File: config.mk
export PLATFORM = sky130hd
export DESIGN_NAME = prbs_seq_ctrl
export DESIGN_NICKNAME = d
export VERILOG_FILES = /design/src/rtl/prbs_seq_pkg.sv /design/src/rtl/prbs3_core.sv /design/src/rtl/prbs_seq_ctrl.sv
export SDC_FILE = /design/constraint.sdc
export NUM_CORES = 1
export LEC_CHECK = 0
export BUFFER_PORTS_ARGS = -buffer_cell sky130_fd_sc_hd__buf_2
export CORE_ASPECT_RATIO = 1.25
export CORE_MARGIN = 3
export CORE_UTILIZATION = 54
export CTS_CLUSTER_DIAMETER = 60
export DETAILED_ROUTE_END_ITERATION = 12
export PLACE_DENSITY = 0.82
export SYNTH_ARGS = -nofsm -noshare
export SYNTH_HDL_FRONTEND = slang
export SYNTH_SLANG_ARGS = --single-unit
File: constraint.sdc
create_clock -name clk -period 2.5 [get_ports clk]
set_clock_uncertainty 0.05 [all_clocks]
set_input_delay 0.5 -clock clk [delete_from_list [all_inputs] [get_ports clk]]
set_output_delay 0.5 -clock clk [all_outputs]
set_load 0.005 [all_outputs]
File: src/rtl/prbs_seq_pkg.sv
// Shared types and constants for the PRBS sequencer and its 3-stage engine.
package prbs_seq_pkg;

   typedef enum logic [1:0] {
      IDLE = 2'd0,
      LOAD = 2'd1,
      RUN  = 2'd2,
      DONE = 2'd3
   } prbs_seq_state_t;

   localparam int PRBS_SEED_W      = 3;
   localparam int PRBS_LOAD_CYCLES = 3;

endpackage

File: src/rtl/prbs3_core.sv
// 3-stage XOR-feedback shift register: c -> d -> out, feedback c^d,
// serial seed input selected when ena is low.
module prbs3_core (
   input  logic clk,
   input  logic rst_n,
   input  logic ena,
   input  logic seed,
   output logic out
);

   logic c;
   logic d;
   logic b;

   assign b = ena ? (c ^ d) : seed;

   always_ff @(posedge clk or negedge rst_n) begin
      if (!rst_n) begin
         c   <= 1'b0;
         d   <= 1'b0;
         out <= 1'b0;
      end else begin
         c   <= b;
         d   <= c;
         out <= d;
      end
   end

endmodule

File: src/rtl/prbs_seq_ctrl.sv
// Sequencer for prbs3_core: serially seeds the engine, collects len output
// bits into res_data and returns them over valid/ready.
// Optional abort input enabled with `define PRBS_SEQ_CTRL_ABORT_EN.
module prbs_seq_ctrl
   import prbs_seq_pkg::*;
#(
   parameter int OUT_W = 8,
   parameter int LEN_W = $clog2(OUT_W + 1)
) (
   input  logic             clk,
   input  logic             rst_n,
   input  logic             start_valid,
   output logic             start_ready,
   input  logic [2:0]       seed,
   input  logic [LEN_W-1:0] len,
   output logic             res_valid,
   input  logic             res_ready,
   output logic [OUT_W-1:0] res_data,
   output logic             busy
`ifdef PRBS_SEQ_CTRL_ABORT_EN
   ,
   input  logic             abort
`endif
);

   localparam logic [LEN_W-1:0] OUT_W_LEN = LEN_W'(OUT_W);
   localparam logic [1:0]       LOAD_LAST = 2'(PRBS_LOAD_CYCLES - 1);

   prbs_seq_state_t state;
   prbs_seq_state_t state_nxt;

   logic [PRBS_SEED_W-1:0] seed_q;
   logic [LEN_W-1:0]       len_q;
   logic [LEN_W-1:0]       len_eff;
   logic [LEN_W-1:0]       cnt;
   logic [1:0]             ld_cnt;
   logic                   accept;
   logic                   load_last;
   logic                   run_last;
   logic                   abort_hit;
   logic                   eng_ena;
   logic                   eng_seed;
   logic                   eng_out;

   assign start_ready = (state == IDLE);
   assign res_valid   = (state == DONE);
   assign busy        = (state == LOAD) || (state == RUN);
   assign accept      = start_valid && start_ready;
   assign load_last   = (ld_cnt == LOAD_LAST);
   assign run_last    = (cnt == (len_q - LEN_W'(1)));
   assign len_eff     = ((len == '0) || (len > OUT_W_LEN)) ? OUT_W_LEN : len;

`ifdef PRBS_SEQ_CTRL_ABORT_EN
   assign abort_hit = abort && busy;
`else
   assign abort_hit = 1'b0;
`endif

   always_ff @(posedge clk or negedge rst_n) begin
      if (!rst_n) begin
         state <= IDLE;
      end else begin
         state <= state_nxt;
      end
   end

   always_comb begin
      state_nxt = state;
      case (state)
         IDLE:    if (accept)    state_nxt = LOAD;
         LOAD:    if (load_last) state_nxt = RUN;
         RUN:     if (run_last)  state_nxt = DONE;
         DONE:    if (res_ready) state_nxt = IDLE;
         default:                state_nxt = IDLE;
      endcase
      if (abort_hit) begin
         state_nxt = IDLE;
      end
   end

   // Seed goes in MSB first so that after three shifts out holds seed[2].
   always_comb begin
      eng_seed = seed_q[0];
      case (ld_cnt)
         2'd0:    eng_seed = seed_q[2];
         2'd1:    eng_seed = seed_q[1];
         default: eng_seed = seed_q[0];
      endcase
   end

   assign eng_ena = (state == RUN);

   always_ff @(posedge clk or negedge rst_n) begin
      if (!rst_n) begin
         seed_q   <= '0;
         len_q    <= '0;
         cnt      <= '0;
         ld_cnt   <= '0;
         res_data <= '0;
      end else if (accept) begin
         seed_q   <= seed;
         len_q    <= len_eff;
         cnt      <= '0;
         ld_cnt   <= '0;
         res_data <= '0;
      end else if (abort_hit) begin
         cnt      <= '0;
         ld_cnt   <= '0;
         res_data <= '0;
      end else if (state == LOAD) begin
         ld_cnt <= ld_cnt + 2'd1;
      end else if (state == RUN) begin
         res_data <= res_data | ({{(OUT_W-1){1'b0}}, eng_out} << cnt);
         // Hold cnt on the final bit so it never exceeds OUT_W-1.
         if (!run_last) begin
            cnt <= cnt + LEN_W'(1);
         end
      end
   end

   prbs3_core u_core (
      .clk   (clk),
      .rst_n (rst_n),
      .ena   (eng_ena),
      .seed  (eng_seed),
      .out   (eng_out)
   );

endmodule

# --- After elaboration in Yosys (flattened, before gate mapping) ---
# Index checks and enable logic that the tools add are counted.
# Widths: inputs -> output; s select.
op_classes:
  n_addsub: 3
  n_lt_le_gt_ge: 1
  eq_ne: 12
  shifts: 1
  n_mux: 17
  n_bitwise: 2
  n_reduce_logical: 11
op_table:
  columns: ["cell", "count"]
  rows:
  - ["$mux 8", 3]
  - ["$mux 4", 5]
  - ["$mux 2", 6]
  - ["$ne 2x2->1 const B", 4]
  - ["$or 8x8->8", 1]
  - ["$pmux 2 s4", 1]
  - ["$shl 1x4->8", 1]
  - ["$eq 2x2->1 const B", 3]
  - ["$add 4x1->4 const B", 1]
  - ["$eq 2x1->1 const B", 2]
  - ["$eq 4x4->1", 1]
  - ["$gt 4x4->1 const B", 1]
  - ["$logic_not 2->1", 2]
  - ["$logic_not 4->1", 1]
  - ["$ne 2x1->1 const B", 2]
  - ["$reduce_and 4->1", 1]
  - ["$reduce_bool 2->1", 2]
  - ["$sub 4x1->4 const B", 1]
  - ["$reduce_and 3->1", 1]
  - ["$add 2x1->2 const B", 1]
  - ["$logic_or 1x1->1", 2]
  - ["$pmux 1 s2", 1]
  - ["$reduce_and 2->1", 1]
  - ["$logic_and 1x1->1", 1]
  - ["other kinds (2)", 2]
word_totals:
  ff_bits: 26
  inputBits: 11
  output_inout_bits: 11

# --- Logic depth before layout (Yosys ltp) ---
# Gate-level depths: netlist of the first run.
logic_depth:
  word_depth: 6
  depth_mapped: 7
  ltp_nobuf: 7

# --- By module ---
# Synthesis of the first run repeated with hierarchy kept, for this count alone.
hier_totals:
  hier_cells: 134
  hier_area_um2: 1338.8
by_module_without_submodules:
  columns: ["module", "instances", "cells_each", "area_per_inst_um2", "seq_area_each_um2"]
  rows:
  - ["prbs_seq_ctrl", 1, 128, 1246.2, 575.6]
  - ["prbs3_core", 1, 6, 92.6, 75.1]

# --- Worst setup path after synthesis of the first run ---
# No wires, ideal clock.
synth_path:
  path_type: "register -> register"
  startpoint: "reg len_q[0]"
  endpoint: "reg state[1]"
  setup_time_ns: 0.127
  arrival_ns: 1.765
  required_ns: 2.323
  setup_slack_ns: 0.557
  stages_incl_launch_ff: 7
  path_buffers: 0
  period_less_slack_ns: 1.943
  cell_sequence: "dfrtp_1 > inv_1 > ha_1 > xnor2_1 > o41ai_4 > and2b_1 > mux2_1"
synth_via:
  elab_chain_cells: 4
synth_lines:
  columns: ["item", "line", "rtl"]
  rows:
  - ["start, declared", "prbs_seq_ctrl.sv:33", "logic [LEN_W-1:0] len_q;"]
  - ["start signal, assigned", "prbs_seq_ctrl.sv:102", "len_q <= len_eff;"]
  - ["$sub 4x1->4", "prbs_seq_ctrl.sv:50", "assign run_last = (cnt == (len_q - LEN_W'(1)));"]
  - ["$eq 4x4->1", "prbs_seq_ctrl.sv:50", null]
  - ["$ne 2x2->1 (no source line)", null, null]
  - ["$reduce_and 4->1 (no source line)", null, null]
  - ["end signal, assigned", "prbs_seq_ctrl.sv:63", "state <= state_nxt;"]
  - ["end, declared", "prbs_seq_ctrl.sv:29", "prbs_seq_state_t state;"]
# Every way passes these cells.
# A chain may end at the register's enable or synchronous reset.

# --- Worst setup path in the final report of the first run ---
# Same ends and word-level chain as after synthesis.

==> impl_results.md, run 1 <==
* Outcome: finished, final reports clean
* Post-synth EDFFs at 0
* Worst-margin pin slew at around 620 ps
* Max-cap viol count at 0
* 1st-pass router iterations at 4
* Main combinational cell family by area after synthesis: simple AND/OR/NAND/NOR gates
* Number of synthesized register bits at 26
* DR WL met2 at around 1500 um
* Post-synthesis sequential area ratio at around half
* H-tree Lvls at 1
* Buffers & Inverters on Critical Path at 1
* Post-route clock period utilization at around 85%
* Tot Pwr at around 2000 uW
* Area delta synth->final at 14.5%
* Layout fillers at approximately 190
* Top cells by area, synth: dfrtp_1 49%, ha_1 8.6%, xnor2_1 5.3%
* # DRC at 0
* Cell area after synthesis at roughly 1300 sq um
* Clk slew on worst S/H paths at about 150 ps
* Global-route wire length before repair at roughly 4600 um
* Yosys top cell area share at between 40% and 50%
* Crit Reg-Reg Startpoint: len_q[0]$_DFFE_PN0P_
* Critical Path RT at ~2700 ps
* Setup TNS Final at 0 ps
* IO buf count at 21
* CP Max Fanout at 5
* CP arrival at about 2300 ps
* Placeable Area at about 2300 sq um
* Synth Area in Compound Gates at between 10% and 20%
* Via density at around 5.5
* Most common cell in the synthesized netlist: dfrtp_1
* Post-CTS Setup Inserts at 0
* Post-synth top area cell: dfrtp_1
* Initial Utilization at 58.3%
* CP Capture Type: flip-flop
* Final antenna-violating net count at 0
* Routed WL per cell at 14.2 um
* Placer Congestion at ~0.81
* R2R Setup Slk at between 300 and 400 ps
* Peak VDD IR at around 0.79 mV
* Count of cell types in the netlist at 29
* Core Rows at 19
* Total grt overflow at 0
* Ys Warns at 0
* Crit Path Class: reg2reg
* Top cells by count, synth: 26 x dfrtp_1, 14 x nand2_1, 14 x nor2_1
* TritonCTS clock tree: yes
* Fin. Hold Viols at 0
* Leakage at between 0.0007 and 0.0008 uW
* Share of layout cells above drive strength 1 at between 10% and 20%
* Initial drt markers at 20
* Area of the die at roughly 3100 sq um
* WL met3 at ~66 um
* Total global-route track usage at 19.6%
* Crit path launch type: flip-flop
* Sequential cell area at around 650 sq um
* CP max-delay cell: o41ai_4
* Skew-Pair Late Insertion Delay at about 320 ps
* Setup-failing EPs final at 0
* Avg Synthesized Cell Area at ~9.9 sq um
* Multi-input logic area at 604 sq um
* Post-synthesis simple-gate area fraction at between 10% and 20%
* Clock Tree Buf Depth at 2
* RSZ-0062 raised after global routing: false
* Top Layer Used: met4
* Number of nets in the layout at 176
* PostCTS Resize Cnt at 0
* Dominant synthesized flop cell: dfrtp_1
* Vias at around 1000
* Power Density at about 1300 nW/um^2
* Initial antenna violation count at 0
* Crit path time final at between 2000 and 2500 ps
* Top Family by Delay on Critical Path: compound AO/OA/AOI/OAI gates
* Die W at about 50 um
* Slowest stage delay, CP at between 400 and 500 ps
* Adder-cell share of the synthesized area at ~8.6%
* Hold buffer count at cts at 0
* WL final at 2650 um
* Diodes inserted at 0
* Tightest hold margin at 94.9 ps
* Highest clock rate at between 400 and 500 MHz
* Slew margin rel. at about 58%
* Vias in the first global route at a little over 1000
* Syn Nets at 153
* Largest net degree at the start of global routing at 27
* CP Cell Sequence: inv_1, ha_1, xnor2_1, o41ai_4, and2b_1, mux2_1
* Asr flop ratio synth at between 90% and 100%
* Mux contribution to synthesized area at 2.38%
* Final Max Slew Viols at 0
* Die height at around 60 um
* Post-DP HPWL at around 2100 um
* Xor/xnor share of the synthesized area at between 5 and 6%
* Clk root buf: clkbuf_4
* Post-route core utilization at between 60% and 70%
* Reg2reg end: state[1]$_DFFE_PN0P_
* CTS Buf Count at 3
* HP Class: in2async
* Boundary pin count at 22
* Cell count along the critical path at 6
* Met1 wire length at 1080 um
* Clk sinks at 26
* Reg2Reg Depth at 6
* Cells after Synth at roughly 130
## state kept, by name (all words and copies together) (netlist names)
signal,count
ld_cnt,2
res_data,8
u_core.d,1
state,2
u_core.c,1
u_core.out,1
seed_q,3
len_q,4
cnt,4
## cell type report
type,count,share of cell area [%]
Sequential cell,26,43.2
Clock buffer,3,1.49
Inverter,11,2.74
Clock inverter,1,1.99
Timing Repair Buffer,23,7.97
Multi-Input combinational cell,91,40.1
Tap cell,31,2.57
## cells by family after synthesis
family	count (synthesis)
buf+inv	16
simple gates	46
mux	3
fa+ha+maj	9
flops	26
compound gates	25
xor+xnor	8
## report_power, final
part           internal, uW  switching (uW)
clock network           162             122
registers               595             151
logic                   424             551
total                  1180             823
## layer usage
layer | vias up | global-route usage [%]
met5 | - | 0
met4 | 0 | 9.09
met3 | 2 | 2.91
met2 | 18 | 35.4
met1 | 512 | 23.1
li1 | 498 | -
## per-stage QoR
step / std cells / worst slack [ps] / area, sq um
global placement: 182 / 516 / 1460
detailed placement: 182 / 383 / 1460
finish: 186 / 382 / 1510
CTS: 186 / 373 / 1510
floorplan: 133 / 557 / 1320
global route: 186 / 209 / 1510
## cells in the final DEF, fill, tap and decap left out, types with 3 or more instances in the layout
master,instances
o21ai_1,5
inv_1,11
nand3_1,3
buf_2,21
o22ai_1,3
nor4_1,3
nand3b_1,3
ha_1,9
clkbuf_4,3
a21oi_1,9
nor2_1,14
nor3_1,3
dfrtp_1,26
nand2_1,14
xnor2_1,8
## how the worst max path moves through the flow
stage / slack (ps) / endpoint / from
floorplan: 560 / state[1]$_DFFE_PN0P_ / len_q[0]$_DFFE_PN0P_
global placement: 520 / state[1]$_DFFE_PN0P_ / len_q[0]$_DFFE_PN0P_
detailed placement: 380 / state[1]$_DFFE_PN0P_ / len_q[0]$_DFFE_PN0P_
CTS: 370 / state[1]$_DFFE_PN0P_ / len_q[0]$_DFFE_PN0P_
global route: 210 / state[1]$_DFFE_PN0P_ / len_q[0]$_DFFE_PN0P_
finish: 380 / state[1]$_DFFE_PN0P_ / len_q[0]$_DFFE_PN0P_
No activity file was read; power rests on OpenSTA's default activity.
==> run 2: changes to the inputs <==
==> constraint.sdc (replaced) <==
create_clock -name clk -period 2.1 [get_ports clk]
set_clock_uncertainty 0.05 [all_clocks]
set_input_delay 0.42 -clock clk [delete_from_list [all_inputs] [get_ports clk]]
set_output_delay 0.42 -clock clk [all_outputs]
set_load 0.005 [all_outputs]
==> run 2 against run 1 <==
Net effect:
- clock power rose by 21%
- global-route usage rose by 0.73 points
- first-iteration DRC count rose by 40%
- count of clock-buffer cells in the layout did not move
- the run now ends with setup timing left
- largest power group unchanged
- sequential share of layout area fell by 2.3 points
- cell count rose by 4.3%
- total power rose by 28%
- die area did not move
- wire length rose by 5.6%
- critical path depth rose by 1
==> impl_results.md, run 2 (synthesis results as in run 1) <==
* IO buf count at 21 (unchanged)
* Initial Utilization at 58.3% (unchanged)
* Violated checks: setup timing
* Die W at 50.2 um (unchanged)
* CP Cell Sequence: inv_1, ha_2, xnor2_2, xnor2_2, o41ai_4, and2b_2, mux2_1 (was inv_1, ha_1, xnor2_1, o41ai_4, and2b_1, mux2_1)
* Total grt overflow at 0 (unchanged)
* Seq pwr share at 35.1% (was 37.2%)
* Placer Congestion at 0.759 (was 0.809)
* Crit path time final at 2110 ps (was 2120 ps)
* Routed WL per cell at 14.4 um (was 14.2 um)
* TritonCTS clock tree: yes (unchanged)
* Area delta synth->final at 20.9% (was 14.5%)
* Boundary pin count at 22 (unchanged)
* Register with the most flip-flops: res_data (unchanged)
* Final setup margin at -8.90 ps (was 382 ps)
* WL final at 2790 um (was 2650 um)
* Initial antenna violation count at 0 (unchanged)
* Clk root buf: clkbuf_4 (unchanged)
* Leakage at 0.000798 uW (was 0.000748 uW)
* Via density at 5.47 (was 5.54)
* Total global-route track usage at 20.3% (was 19.6%)
* Largest net degree at the start of global routing at 27 (unchanged)
* # DRC at 0 (unchanged)
* Die height at 61.2 um (unchanged)
* CP max-delay cell: dfrtp_1 (was o41ai_4)
* Hold buffer count at cts at 0 (unchanged)
* Final Max Slew Viols at 0 (unchanged)
* Setup-failing EPs final at 1 (was 0)
* Vias in the first global route at 1066 (was 1036)
* Share of layout cells above drive strength 1 at 25.2% (was 18.1%)
* Diodes inserted at 0 (unchanged)
* Commonest non-fill, non-tap cell in the layout: dfrtp_1 (unchanged)
* Number of nets in the layout at 184 (was 176)
* CP Max Fanout at 3 (was 5)
* Int Pwr at 1530 uW (was 1180 uW)
* Clock Tree Buf Depth at 2 (unchanged)
* Slowest stage delay, CP at 420 ps (was 440 ps)
* Area of the die at 3070 sq um (unchanged)
* Critical Path RT at 2270 ps (was 2670 ps)
* Post-route clock period utilization at 100% (was 84.7%)
* Global-route wire length before repair at 4710 um (was 4580 um)
* Outcome: finished, violations left (was finished, final reports clean)
* Tightest hold margin at 26.2 ps (was 94.9 ps)
* Post-DP HPWL at 2020 um (was 2070 um)
* CP arrival at 2280 ps (was 2290 ps)
* Clk slew on worst S/H paths at 140 ps (was 150 ps)
* Clk pwr share at 13.4% (was 14.1%)
* Comb power frac at 51.5% (was 48.6%)
* Sw Ratio at 40.5% (was 41.1%)
* Tot Pwr at 2560 uW (was 2000 uW)
* Core Rows at 19 (unchanged)
* Fin. Hold Viols at 0 (unchanged)
* Largest registers: res_data (8), cnt (4), len_q (4) (unchanged)
* Commonest cells after routing, fill and taps aside: 26 x dfrtp_1, 21 x buf_2, 14 x nor2_1, 14 x nand2_1, 11 x inv_1 (unchanged)
* HP Class: in2async (unchanged)
* Final antenna-violating net count at 0 (unchanged)
* Crit path top cell by count: xnor2_2
* Initial drt markers at 28 (was 20)
* CTS Buf Count at 3 (unchanged)
* Post-route core utilization at 70.5% (was 66.8%)
* Slew margin rel. at 60.2% (was 58.2%)
* Placeable Area at 2260 sq um (unchanged)
* Clk sinks at 26 (unchanged)
* Max-cap viol count at 0 (unchanged)
* Vias at 1062 (was 1030)
* CP Capture Type: flip-flop (unchanged)
* Skew-Pair Late Insertion Delay at 330 ps (was 320 ps)
* Highest clock rate at 474 MHz (was 472 MHz)
* Crit Path Class: reg2reg (unchanged)
* Net Sw Power at 1040 uW (was 823 uW)
* Power Density at 1610 nW/um^2 (was 1330 nW/um^2)
* Crit path launch type: flip-flop (unchanged)
* Peak VDD IR at 1.13 mV (was 0.794 mV)
* 1st-pass router iterations at 4 (unchanged)
* H-tree Lvls at 1 (unchanged)
* Worst-margin pin slew at 598 ps (was 622 ps)
* Max reg flops at 8 (unchanged)
## run 2: changes by cell type in the layout (fill, tap and decap cells not counted)
cell     delta
and2b_1     -1
xnor2_1     -2
nor3_2      +1
buf_4       +8
nor3_1      -1
xnor2_2     +2
and2b_2     +1
ha_1        -1
ha_2        +1
## run 2: final timing paths
check	depth (start not counted)	slack, ps	endpoint	from
min	1	30	cnt[2]$_DFFE_PN0P_	rst_n
min in group clk	3	220	seed_q[1]$_DFFE_PN0P_	seed[1]
min reg2reg	0	370	u_core.out$_DFF_PN0_	u_core.d$_DFF_PN0_
max	7	-9	state[1]$_DFFE_PN0P_	len_q[0]$_DFFE_PN0P_
max in group asynchronous	1	1590	ld_cnt[0]$_DFFE_PN0P_	rst_n
max reg2reg	7	-9	state[1]$_DFFE_PN0P_	len_q[0]$_DFFE_PN0P_
## run 2: per-layer routing
metal  up-vias  track usage [%]  part of all wire, %
li1        514                -                    -
met1       519             22.3                   39
met2        22             39.4                   56
met3         7             2.91                  2.9
met4         0             8.30                  2.1
met5         -                0                    0
## run 2: area by class of cell
type	count	area, sq um
Inverter	11	41.3
Sequential cell	26	651
Multi-Input combinational cell	91	628
Clock inverter	1	30.0
Timing Repair Buffer	31	180
Clock buffer	3	22.5
Tap cell	31	38.8
Fill cell	179	667
## run 2: worst max-delay path, delay by kind of cell, from the launching register on
family / cells / cell delay, ps
AOI/OAI and AO/OA: 1 / 390
xor gates and xnor gates: 2 / 310
adders and majority gates: 1 / 200
buffers and inverters: 1 / 90
DFF: 1 / 420
muxes: 1 / 330
and+or+nand+nor: 1 / 230
## run 2: power by group through the flow
stage | Sequential, uW | Combinational (uW) | Clock [uW]
floorplan | 843 | 884 | 0
finish | 900 | 1320 | 343
detailed placement | 902 | 1180 | 0
global placement | 885 | 1120 | 0
CTS | 892 | 1200 | 352
global route | 932 | 1490 | 368
## run 2: what timing repair did
action / in CTS / in global routing
endpoints found under the setup margin: 0 / 2
resized for setup: 0 / 5
setup buffers: 0 / 4
## run 2: per-stage QoR
stage / instances / TNS, ps / cell area, sq um / setup WS (ps)
floorplan: 133 / 0 / 1320 / 157
global placement: 186 / 0 / 1490 / 210
detailed placement: 186 / 0 / 1490 / 88.1
CTS: 190 / 0 / 1540 / 48.6
global route: 194 / -90.6 / 1590 / -77.5
finish: 194 / -8.90 / 1590 / -8.90
==> run 3: changes to the inputs <==
--- a/config.mk
+++ b/config.mk
@@ -5,6 +5,7 @@
 export SDC_FILE = /design/constraint.sdc
 export NUM_CORES = 1
 export LEC_CHECK = 0
+export ABC_AREA = 0
 export BUFFER_PORTS_ARGS = -buffer_cell sky130_fd_sc_hd__buf_2
 export CORE_ASPECT_RATIO = 1.25
 export CORE_MARGIN = 3
@@ -12,6 +13,7 @@
 export CTS_CLUSTER_DIAMETER = 60
 export DETAILED_ROUTE_END_ITERATION = 12
 export PLACE_DENSITY = 0.82
+export SETUP_SLACK_MARGIN = 0.02
 export SYNTH_ARGS = -nofsm -noshare
 export SYNTH_HDL_FRONTEND = slang
 export SYNTH_SLANG_ARGS = --single-unit
==> run 3 against run 2 <==
Net effect:
- sequential cell count unchanged
- largest power group unchanged
- total power up 2.4%
- sequential share of layout area down 0.26 points
- the flow now finishes without violations
- worst hold slack worse by 4.0 ps
- utilization up 0.44 points
==> impl_results.md, run 3 (synthesis results as in run 1) <==
* Outcome: finished, final reports clean (was finished, violations left)
* Clk sinks at 26 (unchanged)
* Fin cells at 194 (unchanged)
* Setup-failing EPs final at 0 (was 1)
* Crit path time final at 2090 ps (was 2110 ps)
* Global-route wire length before repair at 4710 um (unchanged)
* Clk pwr share at 13.1% (was 13.4%)
* Total global-route track usage at 20.3% (unchanged)
* Post-route clock period utilization at 99.5% (was 100%)
* Peak VDD IR at 1.16 mV (was 1.13 mV)
* CP Cell Sequence: inv_1, ha_2, xnor2_2, xnor2_2, o41ai_4, and2b_2, mux2_4 (was inv_1, ha_2, xnor2_2, xnor2_2, o41ai_4, and2b_2, mux2_1)
* TritonCTS clock tree: yes (unchanged)
* HP Class: in2async (unchanged)
* Seq pwr share at 34.3% (was 35.1%)
* CTS Buf Count at 3 (unchanged)
* WL final at 2860 um (was 2790 um)
* Commonest cells after routing, fill and taps aside: 26 x dfrtp_1, 21 x buf_2, 14 x nor2_1, 14 x nand2_1, 11 x inv_1 (unchanged)
* Crit path top cell by count: xnor2_2 (unchanged)
* Crit Reg-Reg Startpoint: len_q[0]$_DFFE_PN0P_ (unchanged)
* Initial Utilization at 58.3% (unchanged)
* Post-DP HPWL at 2020 um (unchanged)
* Worst-margin pin slew at 585 ps (was 598 ps)
* Int Pwr at 1550 uW (was 1530 uW)
* R2R Setup Slk at 10 ps (was -9 ps)
* Initial drt markers at 28 (unchanged)
* CP arrival at 2260 ps (was 2280 ps)
* Slowest stage delay, CP at 410 ps (was 420 ps)
* IO buf count at 21 (unchanged)
* Clock Tree Buf Depth at 2 (unchanged)
* Skew-Pair Late Insertion Delay at 320 ps (was 330 ps)
* Diodes inserted at 0 (unchanged)
* Sw Ratio at 40.9% (was 40.5%)
* Critical Path Start: len_q[0]$_DFFE_PN0P_ (unchanged)
* Critical Path RT at 2270 ps (about the same)
* Max-cap viol count at 0 (unchanged)
* Placer Congestion at 0.759 (unchanged)
* Clk slew on worst S/H paths at 140 ps (about the same)
* H-tree Lvls at 1 (unchanged)
* Placeable Area at 2260 sq um (unchanged)
* CP Capture Type: flip-flop (unchanged)
* Power Density at 1640 nW/um^2 (was 1610 nW/um^2)
* Commonest non-fill, non-tap cell in the layout: dfrtp_1 (unchanged)
* # DRC at 0 (unchanged)
* Highest clock rate at 479 MHz (was 474 MHz)
* Area of the die at 3070 sq um (unchanged)
* Fin. Hold Viols at 0 (unchanged)
* Share of layout cells above drive strength 1 at 26.4% (was 25.2%)
* Vias in the first global route at 1066 (unchanged)
* Final Max Slew Viols at 0 (unchanged)
* Vias at 1067 (was 1062)
* Area delta synth->final at 21.7% (was 20.9%)
* Routed WL per cell at 14.8 um (was 14.4 um)
* Die height at 61.2 um (unchanged)
* CP max-delay cell: dfrtp_1 (unchanged)
* Initial antenna violation count at 0 (unchanged)
* Largest net degree at the start of global routing at 27 (unchanged)
* Total grt overflow at 0 (unchanged)
* Largest registers: res_data (8), cnt (4), len_q (4) (unchanged)
* Final antenna-violating net count at 0 (unchanged)
* Clk root buf: clkbuf_4 (unchanged)
* Slew margin rel. at 61.0% (was 60.2%)
* Layout fillers at 178 (was 179)
* Placed Instances at 186 (unchanged)
* Crit path launch type: flip-flop (unchanged)
* Setup TNS Final at 0 ps (was -8.90 ps)
* 1st-pass router iterations at 4 (unchanged)
* Comb power frac at 52.6% (was 51.5%)
* Leakage at 0.000802 uW (was 0.000798 uW)
* Crit Path Class: reg2reg (unchanged)
* CP Max Fanout at 3 (unchanged)
* Max reg flops at 8 (unchanged)
* Die W at 50.2 um (unchanged)
* Crit path to: state[1]$_DFFE_PN0P_ (unchanged)
* Via density at 5.50 (was 5.47)
* Register with the most flip-flops: res_data (unchanged)
* Reg2Reg Depth at 7 (unchanged)
* Number of nets in the layout at 184 (unchanged)
* Reg2reg end: state[1]$_DFFE_PN0P_ (unchanged)
* Core Rows at 19 (unchanged)
* Post-route core utilization at 70.9% (was 70.5%)
* Net Sw Power at 1070 uW (was 1040 uW)
* Boundary pin count at 22 (unchanged)
[run 3: cell types whose count changed in the layout (fill, tap and decap cells not counted)]
cell    previous run  this run
nor4_2             0         1
nor4_1             3         2
mux2_1             1         0
mux2_4             0         1
[run 3: metal layers]
| metal | wire, um | GRT usage (%) |
|---|---|---|
| met1 | 1120 | 22.3 |
| met3 | 91 | 2.91 |
| met5 | 0 | 0 |
| met4 | 44 | 8.30 |
| met2 | 1610 | 39.4 |
[run 3: power groups by stage]
stage / sequential [uW] / combinational (uW) / clock, uW
floorplan: 843 / 884 / 0
CTS: 892 / 1200 / 352
detailed placement: 902 / 1180 / 0
finish: 900 / 1380 / 344
global placement: 885 / 1120 / 0
global route: 933 / 1540 / 368
[run 3: worst max-delay path, delay by kind of cell (launching register included)]
family,cells,cell delay (ps)
DFF,1,410
AOI/OAI and AO/OA,1,380
xor gates and xnor gates,2,330
muxes,1,300
adders and majority gates,1,200
and+or+nand+nor,1,230
buffers and inverters,1,90
[run 3: final cells by class]
cell class	instances	area, sq um	area share [%]
sequential	26	651	40.6
timing repair buffer	31	180	11.2
inverter	11	41.3	2.58
multi-input combinational	91	638	39.8
tap	31	38.8	2.42
clock inverter	1	30.0	1.87
clock buffer	3	22.5	1.41
[run 3: worst min path at each step]
| stage | from | to | depth (start not counted) |
|---|---|---|---|
| 2_1_floorplan | rst_n | cnt[0]$_DFFE_PN0P_ | 0 |
| 3_3_place_gp | u_core.d$_DFF_PN0_ | u_core.out$_DFF_PN0_ | 0 |
| 3_5_place_dp | u_core.c$_DFF_PN0_ | u_core.d$_DFF_PN0_ | 0 |
| 4_1_cts | rst_n | cnt[2]$_DFFE_PN0P_ | 1 |
| 5_1_grt | rst_n | len_q[2]$_DFFE_PN0P_ | 1 |
| 6_report | rst_n | cnt[2]$_DFFE_PN0P_ | 1 |
[run 3: metrics by stage]
step                cell area [sq um]  hold WS (ps)  worst slack (ps)  power, uW
global route                     1600          40.8             -66.8       2840
global placement                 1490           329               210       2010
detailed placement               1490           335              88.1       2080
finish                           1600          22.2              10.4       2630
CTS                              1540          33.1              48.6       2440
floorplan                        1320          74.4               157       1730
[run 3: what timing repair did]
action	in CTS	in global routing
hold buffers	0	0
endpoints found under the hold margin	0	0
endpoints found under the setup margin	0	2
resized for setup	0	7
buffers inserted	0	4
